`src/rtl/am_align_ctrl_if.sv`:
```
// Control and status bundle of the AM alignment sequencer. The slave modport is the
// sequencer side; the master modport is whatever drives lock status and configuration.
interface am_align_ctrl_if #(
  parameter int N_LANES        = 20,
  parameter int NB_VALID_CNT   = 5,
  parameter int NB_INVALID_CNT = 3,
  parameter int NB_TIMER       = 16,
  parameter int NB_RESYNC_CNT  = 8
);
  logic                      i_enable;
  logic                      i_valid;
  logic [N_LANES-1:0]        i_block_lock;
  logic [N_LANES-1:0]        i_am_lock;
  logic [N_LANES-1:0]        i_resync_by_am_start;
  logic                      i_cfg_load;
  logic [NB_VALID_CNT-1:0]   i_cfg_lock_thr;
  logic [NB_INVALID_CNT-1:0] i_cfg_unlock_thr;
  logic [NB_TIMER-1:0]       i_cfg_timeout;
  logic [NB_VALID_CNT-1:0]   o_lock_thr;
  logic [NB_INVALID_CNT-1:0] o_unlock_thr;
  logic [N_LANES-1:0]        o_lane_enable;
  logic [N_LANES-1:0]        o_lane_restart;
  logic                      o_align_status;
  logic                      o_cfg_err;
  logic [NB_RESYNC_CNT-1:0]  o_resync_cnt;
  logic [1:0]                o_state;

  modport slave (
    input  i_enable, i_valid, i_block_lock, i_am_lock, i_resync_by_am_start,
           i_cfg_load, i_cfg_lock_thr, i_cfg_unlock_thr, i_cfg_timeout,
    output o_lock_thr, o_unlock_thr, o_lane_enable, o_lane_restart,
           o_align_status, o_cfg_err, o_resync_cnt, o_state
  );

  modport master (
    output i_enable, i_valid, i_block_lock, i_am_lock, i_resync_by_am_start,
           i_cfg_load, i_cfg_lock_thr, i_cfg_unlock_thr, i_cfg_timeout,
    input  o_lock_thr, o_unlock_thr, o_lane_enable, o_lane_restart,
           o_align_status, o_cfg_err, o_resync_cnt, o_state
  );
endinterface

```
`src/rtl/am_align_ctrl.sv`:
```
// Sequencer for the per-lane AM-lock FSMs of the 100GbE PCS receive path: gates lane
// enables on block lock, restarts stuck lanes on timeout, counts resyncs, holds thresholds.
module am_align_ctrl #(
  parameter int N_LANES        = 20,
  parameter int NB_VALID_CNT   = 5,
  parameter int NB_INVALID_CNT = 3,
  parameter int NB_TIMER       = 16,
  parameter int NB_RESYNC_CNT  = 8,
  parameter int DEF_LOCK_THR   = 3,
  parameter int DEF_UNLOCK_THR = 5
) (
  input  logic          i_clock,
  input  logic          i_reset,
  am_align_ctrl_if.slave bus
);

  typedef enum logic [1:0] {
    ST_IDLE     = 2'd0,
    ST_WAIT_BLK = 2'd1,
    ST_SEARCH   = 2'd2,
    ST_ALIGNED  = 2'd3
  } state_e;

  localparam int                  NB_POP    = $clog2(N_LANES + 1);
  localparam int                  NB_SUM    = NB_RESYNC_CNT + 1;
  localparam logic [NB_TIMER-1:0] TIMER_MAX = '1;

  state_e                    state_q;
  logic [NB_TIMER-1:0]       timer_q;
  logic [N_LANES-1:0]        lane_enable_q;
  logic [N_LANES-1:0]        lane_restart_q;
  logic                      align_status_q;
  logic                      cfg_err_q, cfg_err_d;
  logic [NB_RESYNC_CNT-1:0]  resync_cnt_q, resync_cnt_d;
  logic [NB_VALID_CNT-1:0]   lock_thr_q, lock_thr_d;
  logic [NB_INVALID_CNT-1:0] unlock_thr_q, unlock_thr_d;

  logic                      all_blk_lock;
  logic                      all_am_lock;
  logic                      timeout_hit;
  logic [NB_TIMER:0]         timer_inc;
  logic [NB_TIMER-1:0]       timer_adv;
  logic [NB_SUM-1:0]         resync_sum;

  function automatic logic [NB_POP-1:0] popcount(input logic [N_LANES-1:0] v);
    logic [NB_POP-1:0] cnt;
    cnt = '0;
    for (int i = 0; i < N_LANES; i++) cnt = cnt + NB_POP'(v[i]);
    return cnt;
  endfunction

  assign all_blk_lock = &bus.i_block_lock;
  assign all_am_lock  = &bus.i_am_lock;

  // The timeout fires on the valid block that brings the count up to the configured value;
  // with timeout disabled the timer just saturates.
  assign timer_inc   = {1'b0, timer_q} + NB_SUM'(0) + (NB_TIMER + 1)'(bus.i_valid);
  assign timeout_hit = (bus.i_cfg_timeout != '0) && (timer_inc >= {1'b0, bus.i_cfg_timeout});
  assign timer_adv   = (timer_q == TIMER_MAX) ? timer_q : timer_inc[NB_TIMER-1:0];

  assign resync_sum = {1'b0, resync_cnt_q} + NB_SUM'(popcount(bus.i_resync_by_am_start));

  always_comb begin
    // NOTE: every combinational output gets a default first, so no path can infer a latch.
    lock_thr_d   = lock_thr_q;
    unlock_thr_d = unlock_thr_q;
    cfg_err_d    = 1'b0;
    resync_cnt_d = resync_cnt_q;

    if (bus.i_cfg_load) begin
      if (state_q == ST_IDLE || state_q == ST_WAIT_BLK) begin
        lock_thr_d   = (bus.i_cfg_lock_thr == '0) ? NB_VALID_CNT'(1) : bus.i_cfg_lock_thr;
        unlock_thr_d = (bus.i_cfg_unlock_thr == '0) ? NB_INVALID_CNT'(1) : bus.i_cfg_unlock_thr;
      end else begin
        cfg_err_d = 1'b1;
      end
    end

    if (state_q != ST_IDLE) begin
      resync_cnt_d = resync_sum[NB_RESYNC_CNT] ? '1 : resync_sum[NB_RESYNC_CNT-1:0];
    end
  end

  always_ff @(posedge i_clock or posedge i_reset) begin
    if (i_reset) begin
      lock_thr_q   <= NB_VALID_CNT'(DEF_LOCK_THR);
      unlock_thr_q <= NB_INVALID_CNT'(DEF_UNLOCK_THR);
      cfg_err_q    <= 1'b0;
      resync_cnt_q <= '0;
    end else begin
      // NOTE: sequential state uses non-blocking assignments so all registers update together.
      lock_thr_q   <= lock_thr_d;
      unlock_thr_q <= unlock_thr_d;
      cfg_err_q    <= cfg_err_d;
      resync_cnt_q <= resync_cnt_d;
    end
  end

  always_ff @(posedge i_clock or posedge i_reset) begin
    if (i_reset) begin
      state_q        <= ST_IDLE;
      timer_q        <= '0;
      lane_enable_q  <= '0;
      lane_restart_q <= '0;
      align_status_q <= 1'b0;
    end else begin
      lane_restart_q <= '0;
      if (!bus.i_enable) begin
        state_q        <= ST_IDLE;
        timer_q        <= '0;
        lane_enable_q  <= '0;
        align_status_q <= 1'b0;
      end else begin
        unique case (state_q)
          ST_IDLE: begin
            lane_enable_q  <= '0;
            align_status_q <= 1'b0;
            state_q        <= ST_WAIT_BLK;
          end
          ST_WAIT_BLK: begin
            lane_enable_q  <= '0;
            align_status_q <= 1'b0;
            if (all_blk_lock) begin
              state_q       <= ST_SEARCH;
              lane_enable_q <= '1;
              timer_q       <= '0;
            end
          end
          ST_SEARCH: begin
            // Losing block lock outranks both lock completion and timeout restarts.
            if (!all_blk_lock) begin
              state_q       <= ST_WAIT_BLK;
              lane_enable_q <= '0;
            end else if (all_am_lock) begin
              state_q        <= ST_ALIGNED;
              align_status_q <= 1'b1;
            end else if (timeout_hit) begin
              lane_restart_q <= ~bus.i_am_lock;
              timer_q        <= '0;
            end else begin
              timer_q <= timer_adv;
            end
          end
          ST_ALIGNED: begin
            if (!all_blk_lock) begin
              state_q        <= ST_WAIT_BLK;
              lane_enable_q  <= '0;
              align_status_q <= 1'b0;
            end else if (!all_am_lock) begin
              state_q        <= ST_SEARCH;
              timer_q        <= '0;
              align_status_q <= 1'b0;
            end
          end
          default: state_q <= ST_IDLE;
        endcase
      end
    end
  end

  assign bus.o_state        = state_q;
  assign bus.o_lane_enable  = lane_enable_q;
  assign bus.o_lane_restart = lane_restart_q;
  assign bus.o_align_status = align_status_q;
  assign bus.o_cfg_err      = cfg_err_q;
  assign bus.o_resync_cnt   = resync_cnt_q;
  assign bus.o_lock_thr     = lock_thr_q;
  assign bus.o_unlock_thr   = unlock_thr_q;

endmodule

```
`src/flat_wrapper.sv`:
```
// flat-port wrapper written by rule: the top's interface ports become plain ports
module am_align_ctrl_flat 
#(
  parameter int N_LANES        = 20,
  parameter int NB_VALID_CNT   = 5,
  parameter int NB_INVALID_CNT = 3,
  parameter int NB_TIMER       = 16,
  parameter int NB_RESYNC_CNT  = 8,
  parameter int DEF_LOCK_THR   = 3,
  parameter int DEF_UNLOCK_THR = 5
)
  (i_clock, i_reset, bus_i_enable, bus_i_valid, bus_i_block_lock, bus_i_am_lock, bus_i_resync_by_am_start, bus_i_cfg_load, bus_i_cfg_lock_thr, bus_i_cfg_unlock_thr, bus_i_cfg_timeout, bus_o_lock_thr, bus_o_unlock_thr, bus_o_lane_enable, bus_o_lane_restart, bus_o_align_status, bus_o_cfg_err, bus_o_resync_cnt, bus_o_state);
  am_align_ctrl_if #(.N_LANES(N_LANES), .NB_VALID_CNT(NB_VALID_CNT), .NB_INVALID_CNT(NB_INVALID_CNT), .NB_TIMER(NB_TIMER), .NB_RESYNC_CNT(NB_RESYNC_CNT)) bus_i ();
  input  logic i_clock;
  input  logic i_reset;
  input wire logic [$bits(bus_i.i_enable)-1:0] bus_i_enable;
  input wire logic [$bits(bus_i.i_valid)-1:0] bus_i_valid;
  input wire logic [$bits(bus_i.i_block_lock)-1:0] bus_i_block_lock;
  input wire logic [$bits(bus_i.i_am_lock)-1:0] bus_i_am_lock;
  input wire logic [$bits(bus_i.i_resync_by_am_start)-1:0] bus_i_resync_by_am_start;
  input wire logic [$bits(bus_i.i_cfg_load)-1:0] bus_i_cfg_load;
  input wire logic [$bits(bus_i.i_cfg_lock_thr)-1:0] bus_i_cfg_lock_thr;
  input wire logic [$bits(bus_i.i_cfg_unlock_thr)-1:0] bus_i_cfg_unlock_thr;
  input wire logic [$bits(bus_i.i_cfg_timeout)-1:0] bus_i_cfg_timeout;
  output wire logic [$bits(bus_i.o_lock_thr)-1:0] bus_o_lock_thr;
  output wire logic [$bits(bus_i.o_unlock_thr)-1:0] bus_o_unlock_thr;
  output wire logic [$bits(bus_i.o_lane_enable)-1:0] bus_o_lane_enable;
  output wire logic [$bits(bus_i.o_lane_restart)-1:0] bus_o_lane_restart;
  output wire logic [$bits(bus_i.o_align_status)-1:0] bus_o_align_status;
  output wire logic [$bits(bus_i.o_cfg_err)-1:0] bus_o_cfg_err;
  output wire logic [$bits(bus_i.o_resync_cnt)-1:0] bus_o_resync_cnt;
  output wire logic [$bits(bus_i.o_state)-1:0] bus_o_state;
  assign bus_i.i_enable = bus_i_enable;
  assign bus_i.i_valid = bus_i_valid;
  assign bus_i.i_block_lock = bus_i_block_lock;
  assign bus_i.i_am_lock = bus_i_am_lock;
  assign bus_i.i_resync_by_am_start = bus_i_resync_by_am_start;
  assign bus_i.i_cfg_load = bus_i_cfg_load;
  assign bus_i.i_cfg_lock_thr = bus_i_cfg_lock_thr;
  assign bus_i.i_cfg_unlock_thr = bus_i_cfg_unlock_thr;
  assign bus_i.i_cfg_timeout = bus_i_cfg_timeout;
  assign bus_o_lock_thr = bus_i.o_lock_thr;
  assign bus_o_unlock_thr = bus_i.o_unlock_thr;
  assign bus_o_lane_enable = bus_i.o_lane_enable;
  assign bus_o_lane_restart = bus_i.o_lane_restart;
  assign bus_o_align_status = bus_i.o_align_status;
  assign bus_o_cfg_err = bus_i.o_cfg_err;
  assign bus_o_resync_cnt = bus_i.o_resync_cnt;
  assign bus_o_state = bus_i.o_state;
  am_align_ctrl #(.N_LANES(N_LANES), .NB_VALID_CNT(NB_VALID_CNT), .NB_INVALID_CNT(NB_INVALID_CNT), .NB_TIMER(NB_TIMER), .NB_RESYNC_CNT(NB_RESYNC_CNT), .DEF_LOCK_THR(DEF_LOCK_THR), .DEF_UNLOCK_THR(DEF_UNLOCK_THR)) u_core (.i_clock(i_clock), .i_reset(i_reset), .bus(bus_i));
endmodule
```
`config.mk`:
```
export PLATFORM = sky130hd
export DESIGN_NAME = am_align_ctrl_flat
export DESIGN_NICKNAME = d
export VERILOG_FILES = /design/src/rtl/am_align_ctrl_if.sv /design/src/rtl/am_align_ctrl.sv /design/src/flat_wrapper.sv
export SDC_FILE = /design/constraint.sdc
export NUM_CORES = 1
export LEC_CHECK = 0
export CORE_UTILIZATION = 45
export CTS_BUF_LIST = sky130_fd_sc_hd__clkbuf_8 sky130_fd_sc_hd__clkbuf_16
export CTS_CLUSTER_SIZE = 12
export DETAILED_ROUTE_END_ITERATION = 6
export GPL_TIMING_DRIVEN = 1
export PLACE_DENSITY_LB_ADDON = 0.15
export SLEW_MARGIN = 40
export SYNTH_ARGS = -nofsm -noshare
export SYNTH_HDL_FRONTEND = slang
export SYNTH_SLANG_ARGS = --single-unit
```
`constraint.sdc`:
```
create_clock -name i_clock -period 4.32 [get_ports i_clock]
set_input_delay 0.864 -clock i_clock [delete_from_list [all_inputs] [get_ports i_clock]]
set_output_delay 0.864 -clock i_clock [all_outputs]
set_load 0.02 [all_outputs]
```
=== Word-level counts from Yosys, hierarchy flattened ===
Cells that the tools add are included.

* Register bits: 76
* Output and inout bits: 60
* Logic and storage cells: 98
* Input bits: 89

* Bitwise gates (word level): 1
* $lt $le $gt $ge: 1
* Reduce and logical (&&, ||, !) cells: 15
* Mux-type cells: 36
* Add/sub/neg operators: 21
* Equality and inequality tests: 15

{| class="wikitable"
|+ Operators by type and width
! operator !! count
|-
| 20-bit 2-to-1 mux || 8
|-
| 16-bit 2-to-1 mux || 8
|-
| 5-bit by 1-bit adder with 5-bit output || 18
|-
| 20-bit case mux with 3 select lines || 1
|-
| 16-bit case mux with 3 select lines || 1
|-
| 20-bit AND reduction || 2
|-
| 20-bit NOT || 1
|-
| 16-bit by 1-bit adder with 17-bit output || 1
|-
| 17-bit by 16-bit greater-or-equal comparator with 1-bit output || 1
|-
| 16-bit equality test, second input constant || 1
|-
| 16-bit nonzero test || 1
|-
| 2-bit 2-to-1 mux || 6
|-
| 3-bit by 2-bit inequality test with 1-bit output, second input constant || 4
|-
| 8-bit by 5-bit adder with 9-bit output || 1
|-
| 3-bit inequality test, second input constant || 3
|-
| 8-bit 2-to-1 mux || 1
|-
| 4-bit inequality test, second input constant || 2
|-
| 2-bit case mux with 4 select lines || 1
|-
| 1-bit 2-to-1 mux || 7
|-
| 7-bit AND reduction || 1
|-
| 3-bit AND reduction || 2
|-
| 5-bit logical NOT || 1
|-
| 5-bit 2-to-1 mux || 1
|-
| 2-bit equality test, second input constant || 2
|-
| 13 further kinds || 14
|}

=== Longest topological paths before layout ===
Gate-level depths: netlist of the first run.

* Word-level depth: 21
* Gate-level depth with buffers: 19
* Gate-level depth less buffers: 19

=== Worst setup path after synthesis of the first run ===
OpenSTA, ideal clock, no wires.

* Path kind: input to register
* Start: input bus_i_resync_by_am_start[0]
* End: register u_core.resync_cnt_q[7] (netlist: u_core.bus.o_resync_cnt[7])
* Setup slack: -1509 ps
* Buffers on the path: 0
* Setup time: 128 ps
* Stages on the path: 17
* Arrival time: 5701 ps
* Data required time: 4192 ps
* Cell sequence: ha_1 -> inv_1 -> fa_1 -> fa_1 -> fa_1 -> fa_1 -> fa_1 -> fa_1 -> fa_1 -> inv_1 -> ha_1 -> a21o_1 -> a21oi_1 -> o21ai_1 -> a21oi_1 -> nor3_1 -> mux2_1

* Word-level cells in the longest chain between the ends: 21

{| class="wikitable"
|+ RTL lines
! what !! line !! text
|-
| start: declaration || flat_wrapper.sv:20 || <nowiki>input wire logic [$bits(bus_i.i_resync_by_am_start)-1:0] bus_i_resync_by_am_start;</nowiki>
|-
| 1-bit by 1-bit adder with 2-bit output || am_align_ctrl.sv:48 || <nowiki>for (int i = 0; i < N_LANES; i++) cnt = cnt + NB_POP'(v[i]);</nowiki>
|-
| 5-bit by 1-bit adder with 5-bit output (18 in a row) || am_align_ctrl.sv:48 ||
|-
| 8-bit by 5-bit adder with 9-bit output || am_align_ctrl.sv:61 || <nowiki>assign resync_sum = {1'b0, resync_cnt_q} + NB_SUM'(popcount(bus.i_resync_by_am_start));</nowiki>
|-
| 8-bit 2-to-1 mux || am_align_ctrl.sv:80 || <nowiki>resync_cnt_d = resync_sum[NB_RESYNC_CNT] ? '1 : resync_sum[NB_RESYNC_CNT-1:0];</nowiki>
|-
| end signal: assignment || am_align_ctrl.sv:95 || <nowiki>resync_cnt_q <= resync_cnt_d;</nowiki>
|-
| end: declaration || am_align_ctrl.sv:34 || <nowiki>logic [NB_RESYNC_CNT-1:0] resync_cnt_q, resync_cnt_d;</nowiki>
|}

Every way passes these cells.
A chain may end at the register's enable or synchronous reset.

=== Worst setup path in the final report of the first run ===
* Start: input bus_i_resync_by_am_start[0]
* End: register u_core.resync_cnt_q[5] (netlist: u_core.bus.o_resync_cnt[5])

Same word-level chain as after synthesis.

==> results of run 1 <==
worst min-delay path: cells and delay by family (launching register included):
kind / cells / cell delay, ns
flip-flops: 1 / 0.37
AND/OR/NAND/NOR: 1 / 0.04
AO/OA/AOI/OAI: 1 / 0.05
routing by layer:
| metal | track usage | share of wire | vias up |
|---|---|---|---|
| li1 | - | - | 1757 |
| met1 | 0.262 | 0.40 | 1719 |
| met2 | 0.406 | 0.52 | 119 |
| met3 | 0.0592 | 0.061 | 14 |
| met4 | 0.0608 | 0.014 | 0 |
| met5 | 0 | 0 | - |
power by group through the flow:
stage          Clock, mW  Sequential (mW)  Combinational [mW]
2_1_floorplan          0            0.818                1.18
3_3_place_gp           0            0.721                1.95
3_5_place_dp           0            0.727                2.02
4_1_cts            0.581            0.719                2.17
5_1_grt            0.606            0.732                2.58
6_report           0.568            0.718                2.34
worst min path at each step:
stage	to	slack (ns)	startpoint	depth (start not counted)
global route	u_core.bus.o_lock_thr[0]$_DFFE_PP1P_	0.49	u_core.bus.o_lock_thr[0]$_DFFE_PP1P_	2
CTS	u_core.bus.o_lock_thr[0]$_DFFE_PP1P_	0.47	u_core.bus.o_lock_thr[0]$_DFFE_PP1P_	2
global placement	u_core.bus.o_unlock_thr[0]$_DFFE_PP1P_	0.45	u_core.bus.o_unlock_thr[0]$_DFFE_PP1P_	2
finish	u_core.bus.o_lock_thr[0]$_DFFE_PP1P_	0.47	u_core.bus.o_lock_thr[0]$_DFFE_PP1P_	2
floorplan	u_core.timer_q[0]$_DFFE_PP0P_	0.49	u_core.timer_q[0]$_DFFE_PP0P_	1
detailed placement	u_core.bus.o_lock_thr[0]$_DFFE_PP1P_	0.46	u_core.bus.o_lock_thr[0]$_DFFE_PP1P_	2
area by class of cell:
cell class,instances,area (sq um),share of cell area
Multi-Input combinational cell,280,2310,0.384
Timing Repair Buffer,173,1680,0.280
Sequential cell,57,1430,0.238
Inverter,59,223,0.0371
Tap cell,108,135,0.0225
Clock buffer,9,124,0.0206
Clock inverter,7,103,0.0171
cell usage in the layout, fill, tap and decap left out, types with 5 or more instances in the layout:
cell type,netlist,final
ha_1,35,33
clkbuf_8,0,9
dlygate4sd2_1,0,8
nor3_1,7,6
a21o_1,5,5
o21ai_1,9,8
a21oi_1,13,10
a32o_1,12,12
xnor2_1,11,10
inv_1,59,56
nand4_1,16,16
dfrtp_1,53,53
xor2_1,5,5
buf_4,20,22
fa_1,14,11
nand3_1,11,11
nor2_1,42,41
o21ai_0,6,6
nand2_1,20,19
nand2b_1,10,10
clkdlybuf4s50_1,0,138
nor4_1,6,6
mux2_1,9,8
sequential cells by signal, indices dropped and copies added (netlist names):
register,flops
u_core.bus.o_lock_thr,5
u_core.bus.o_unlock_thr,3
u_core.bus.o_align_status,1
u_core.bus.o_state,2
u_core.bus.o_resync_cnt,8
u_core.bus.o_cfg_err,1
u_core.bus.o_lane_enable,1
u_core.bus.o_lane_restart,20
u_core.timer_q,16
cells by family after synthesis:
| group | Yosys count | synth area share |
|---|---|---|
| AND/OR/NAND/NOR | 135 | 0.172 |
| buffers and inverters | 88 | 0.102 |
| adder cells (fa/ha/maj) | 49 | 0.177 |
| AO/OA/AOI/OAI | 69 | 0.130 |
| flip-flops | 57 | 0.354 |
| multiplexers | 11 | 0.0303 |
| XOR/XNOR | 16 | 0.0346 |
per-stage QoR:
stage / total power, mW / utilization / TNS, ns / hold slack, ns / cell area, sq um
2_1_floorplan: 2.00 / - / -10.52 / 0.491 / 4080
3_3_place_gp: 2.67 / 0.653 / -16.80 / 0.455 / 5690
3_5_place_dp: 2.74 / 0.653 / -18.52 / 0.457 / 5690
4_1_cts: 3.47 / 0.682 / -11.48 / 0.467 / 5950
5_1_grt: 3.92 / 0.689 / -10.89 / 0.490 / 6010
6_report: 3.63 / 0.689 / -9.76 / 0.465 / 6010
repair_timing:
action,4_1_cts,5_1_grt
endpoints found under the setup margin,8,22
setup buffers,2,1
hold endpoints to repair,0,0
resized for setup,24,9
pin swaps,25,12
==> out/qor.csv, run 1 <==
metric,value,unit
r2r setup slk,0.70,ns
sw frac,0.389,
gp weighted congestion,0.917,
Die H,96.8,um
nets@finish,718,
routed via count,3609,
CP startpoint,bus_i_resync_by_am_start[0],
Unique masters post-synth,53,
Worst-Skew Late Latency,0.34,ns
slowest CP cell,fa_2,
CP cell instances,"buf_6, ha_4, inv_2, fa_1, fa_1, fa_1, fa_1, fa_1, fa_2, fa_2, inv_2, ha_4, a21o_1, a21oi_2, o21ai_1, a21oi_2, nor2_1, mux2_2",
vias in the first global route,3664,
Crit Path Category,primary input to flop,
CTS max path bufs,2,
synth warn,0,
Main synth FF type,dfrtp_1,
antenna fix cells,0,
max-slew violations,0,
"Req. time, crit path",4.54,ns
critical path peak fanout,2,
Cell Int Power,2.22,mW
"Seq/Total Area, Yosys",0.354,
largest cells by area after synthesis,"dfrtp_1 (33%), ha_1 (11%), fa_1 (6.9%)",
cell count after placement,675,
Post-Route WL,10000,um
pre-CTS setup slack,-2.08,ns
outcome,"complete, but fails checks",
Tmin final,5.61,ns
drc violations,0,
Synth Register Bits,57,
asr flop ratio synth,1.00,
failing checks,setup timing,
grt total ovfl,0,
Starting Density,0.464,
hold buffers post-CTS,0,
Switch Pwr,1.41,mW
syn_nets,563,
root buf cell,clkbuf_8,
initial antenna violation count,0,
Top delay family on crit path,adder cells,
headroom to the max-slew limit,0.494,
Rows,34,
# H-tree levels,3,
clock share of power,0.157,
Syn-to-layout area delta,48.4,%
DR pass1 iterations,4,
layout cell share with drive strength beyond 1,0.128,
first-pass GRT wire length,17000,um
most common cell in the netlist,inv_1,
CP bufs+invs,3,
Die ar.,9380,sq um
max-cap viol count,0,
Final period util,1.30,
R2R depth,11,
FILL cells,699,
Clock transition at path regs,0.07,ns
Worst Tran Pin Value,0.755,ns
final setup violation count,8,
TritonCTS clock tree,built,
CP Capture Point,u_core.bus.o_resync_cnt[5]$_DFFE_PP0P_,
r2r startpoint,u_core.timer_q[2]$_DFFE_PP0P_,
worst flop-to-flop path endpoint,u_core.timer_q[14]$_DFFE_PP0P_,
largest net degree at the start of global routing,40,
CP startpoint kind,primary input,
CTS Sinks,57,
final hold viol count,0,
critical path arrival,5.84,ns
commonest cells in the synthesized netlist,"inv_1 (59), dfrtp_1 (53), nor2_1 (42)",
Syn Area/Cell,9.52,sq um
DR vias/cell,5.21,
die width,96.8,um
GR Util All Layers,0.225,
top cell type's share of synthesized area,0.328,
CP endpoint kind,flop,
HPWL Detailed,7980,um
IO Pins,149,
Initial DRC Count,127,
Layout Cells excl Fill,693,
final worst slack,-1.29,ns
fmax,178,MHz
RSZ-0062 raised after global routing,yes,
"Top cell by count, worst path",fa_1,
CTS Buf Count,9,
share of total power in combinational logic,0.646,
total core area,8720,sq um
Crit path depth,18,
Wirelength per Cell,14.5,um
Post-Synthesis Cell Area,4050,sq um
sequential share of power,0.198,
port buffer count,148,
Syn Inst Count,425,
Hold Path Class,flop to flop,
antenna-violating nets left,0,
crit-path max cell delay,0.57,ns
cell taking the most area after synthesis,dfrtp_1,
power density over cell area,605,nW/um^2
Leak Pwr,2.76,nW
Peak supply drop,0.000472,V
clock skew,0.0110,ns
"EDFF count, synth",0,
(Power assumes the default switching activity.)
==> inputs of run 2 (changes only) <==
--- a/config.mk
+++ b/config.mk
@@ -11,6 +11,7 @@
 export DETAILED_ROUTE_END_ITERATION = 6
 export GPL_TIMING_DRIVEN = 1
 export PLACE_DENSITY_LB_ADDON = 0.15
+export RECOVER_POWER = 25
 export SLEW_MARGIN = 40
 export SYNTH_ARGS = -nofsm -noshare
 export SYNTH_HDL_FRONTEND = slang
==> run 2 against run 1 <==
  * The flow finishes with violations (capacitance limit, slew limit, setup timing)
  * Power barely moved
  * Critical path depth unchanged
  * Worst setup slack about the same
  * Combinational power hardly changed
  * Cell area about the same
  * Cell count unchanged
  * Clock power hardly changed
  * Sequential cell count is the same
  * Via count hardly changed
  * Register-to-register slack hardly changed
  * Count of clock-buffer cells in the layout did not move
  * Critical path type unchanged
==> out/qor.csv, run 2 (synthesized netlist as in run 1, its figures left out) <==
metric,value,unit
outcome,"complete, but fails checks",
failing checks,"capacitance limit, slew limit, setup timing",
gp weighted congestion,0.917,
worst hold start,u_core.bus.o_lock_thr[0]$_DFFE_PP1P_,
layout cell share with drive strength beyond 1,0.126,
largest net degree at the start of global routing,40,
critical path arrival,5.84,ns
CP endpoint kind,flop,
cell count after placement,675,
fmax,178,MHz
CTS Buf Count,9,
Worst-Skew Late Latency,0.34,ns
"Top cell by count, worst path",fa_1,
final hold viol count,0,
Leak Pwr,2.75,nW
DR vias/cell,5.21,
Starting Density,0.464,
max-slew violations,40,
max-cap viol count,1,
"most common cell after layout, fill and taps aside",clkdlybuf4s50_1,
Rows,34,
Worst Tran Pin Value,1.65,ns
total core area,8720,sq um
Peak supply drop,0.000472,V
headroom to the max-slew limit,-0.106,
hold endpoint,u_core.bus.o_lock_thr[0]$_DFFE_PP1P_,
clock skew,0.0111,ns
Die ar.,9380,sq um
Fin Setup TNS,-9.76,ns
Initial DRC Count,127,
Tmin final,5.61,ns
port buffer count,148,
"Req. time, crit path",4.54,ns
Multi-input gate area,2310,sq um
CP startpoint kind,primary input,
Final period util,1.30,
Syn-to-layout area delta,48.3,%
FILL cells,701,
grt total ovfl,0,
routed via count,3611,
Crit Path Category,primary input to flop,
Reg area,1430,sq um
# H-tree levels,3,
nets@finish,718,
R2R depth,11,
TritonCTS clock tree,built,
slowest CP cell,fa_2,
CTS Sinks,57,
total power,3.63,mW
HPWL Detailed,7980,um
IO Pins,149,
final worst slack,-1.29,ns
crit-path max cell delay,0.57,ns
DR pass1 iterations,4,
first-pass GRT wire length,17000,um
die width,96.8,um
critical path peak fanout,2,
Hold Path Depth,2,
Wirelength per Cell,14.5,um
Hold Path Class,flop to flop,
root buf cell,clkbuf_8,
worst flop-to-flop path endpoint,u_core.timer_q[14]$_DFFE_PP0P_,
Layout Cells excl Fill,693,
antenna-violating nets left,0,
power density over cell area,605,nW/um^2
final setup violation count,8,
RSZ-0062 raised after global routing,yes,
CTS max path bufs,2,
most frequent cells in the layout,"clkdlybuf4s50_1 (137), inv_1 (56), dfrtp_1 (53)",
vias in the first global route,3664,
drc violations,0,
Post-Route WL,10100,um
r2r startpoint,u_core.timer_q[2]$_DFFE_PP0P_,
initial antenna violation count,0,
Clock transition at path regs,0.07,ns
hold buffers post-CTS,0,
antenna fix cells,0,
r2r setup slk,0.70,ns
GR Util All Layers,0.225,
max reg flops,20,
CP cell instances,"buf_6, ha_4, inv_2, fa_1, fa_1, fa_1, fa_1, fa_1, fa_2, fa_2, inv_2, ha_4, a21o_1, a21oi_2, o21ai_1, a21oi_2, nor2_1, mux2_2",
Die H,96.8,um
==> run 2: changes by cell type in the layout (fill, tap and decap cells not counted), sizes merged <==
cell,previous run,this run
dlygate4sd3,0,1
clkinv,3,2
buf,27,26
clkinvlp,1,2
clkbuf,9,10
clkdlybuf4s50,138,137
==> run 2: area by class of cell <==
cell class	count	share of cell area
Multi-Input combinational cell	280	0.385
Timing Repair Buffer	173	0.280
Sequential cell	57	0.238
Inverter	59	0.0371
Tap cell	108	0.0225
Clock buffer	9	0.0206
Clock inverter	7	0.0171
==> run 2: layer usage <==
metal / vias up / routed length, um / GRT usage
met5: - / 0 / 0
met3: 14 / 629 / 0.0592
met2: 118 / 5240 / 0.406
met4: 0 / 141 / 0.0608
li1: 1757 / - / -
met1: 1722 / 4040 / 0.262
==> run 2: worst max-delay path: cells and delay by family <==
family	cells	cell delay [ns]
compound gates	4	0.58
buf+inv	3	0.17
simple gates	1	0.08
fa+ha+maj	9	3.83
mux	1	0.30
==> run 2: worst max-delay path by stage <==
| stage | startpoint | endpoint | slack, ns | cells after the start |
|---|---|---|---|---|
| floorplan | bus_i_resync_by_am_start[1] | u_core.bus.o_resync_cnt[7]$_DFFE_PP0P_ | -1.42 | 17 |
| global placement | bus_i_resync_by_am_start[0] | u_core.bus.o_resync_cnt[7]$_DFFE_PP0P_ | -1.97 | 18 |
| detailed placement | bus_i_resync_by_am_start[0] | u_core.bus.o_resync_cnt[7]$_DFFE_PP0P_ | -2.08 | 18 |
| CTS | bus_i_resync_by_am_start[0] | u_core.bus.o_resync_cnt[6]$_DFFE_PP0P_ | -1.50 | 18 |
| global route | bus_i_resync_by_am_start[0] | u_core.bus.o_resync_cnt[5]$_DFFE_PP0P_ | -1.44 | 18 |
| finish | bus_i_resync_by_am_start[0] | u_core.bus.o_resync_cnt[5]$_DFFE_PP0P_ | -1.29 | 18 |
==> run 2: report_power, final <==
group	internal [mW]	total (mW)	leakage, nW	switching [mW]
sequential	0.641	0.718	0.749	0.0763
clock	0.330	0.568	0.110	0.238
combinational	1.25	2.34	1.89	1.10
==> run 2: stage by stage <==
stage / worst slack, ns / util / instance area [sq um] / hold WS (ns)
after floorplan: -1.42 / - / 4080 / 0.491
after CTS: -1.50 / 0.682 / 5950 / 0.467
after global routing: -1.44 / 0.688 / 6000 / 0.490
after detailed placement: -2.08 / 0.653 / 5690 / 0.457
final: -1.29 / 0.688 / 6000 / 0.465
after global placement: -1.97 / 0.653 / 5690 / 0.455
==> run 2: repair_timing <==
item	CTS	global route
endpoints found under the setup margin	8	22
gates resized for setup	24	9
pin swaps	25	12
setup buffers	2	1
hold endpoints to repair	0	0
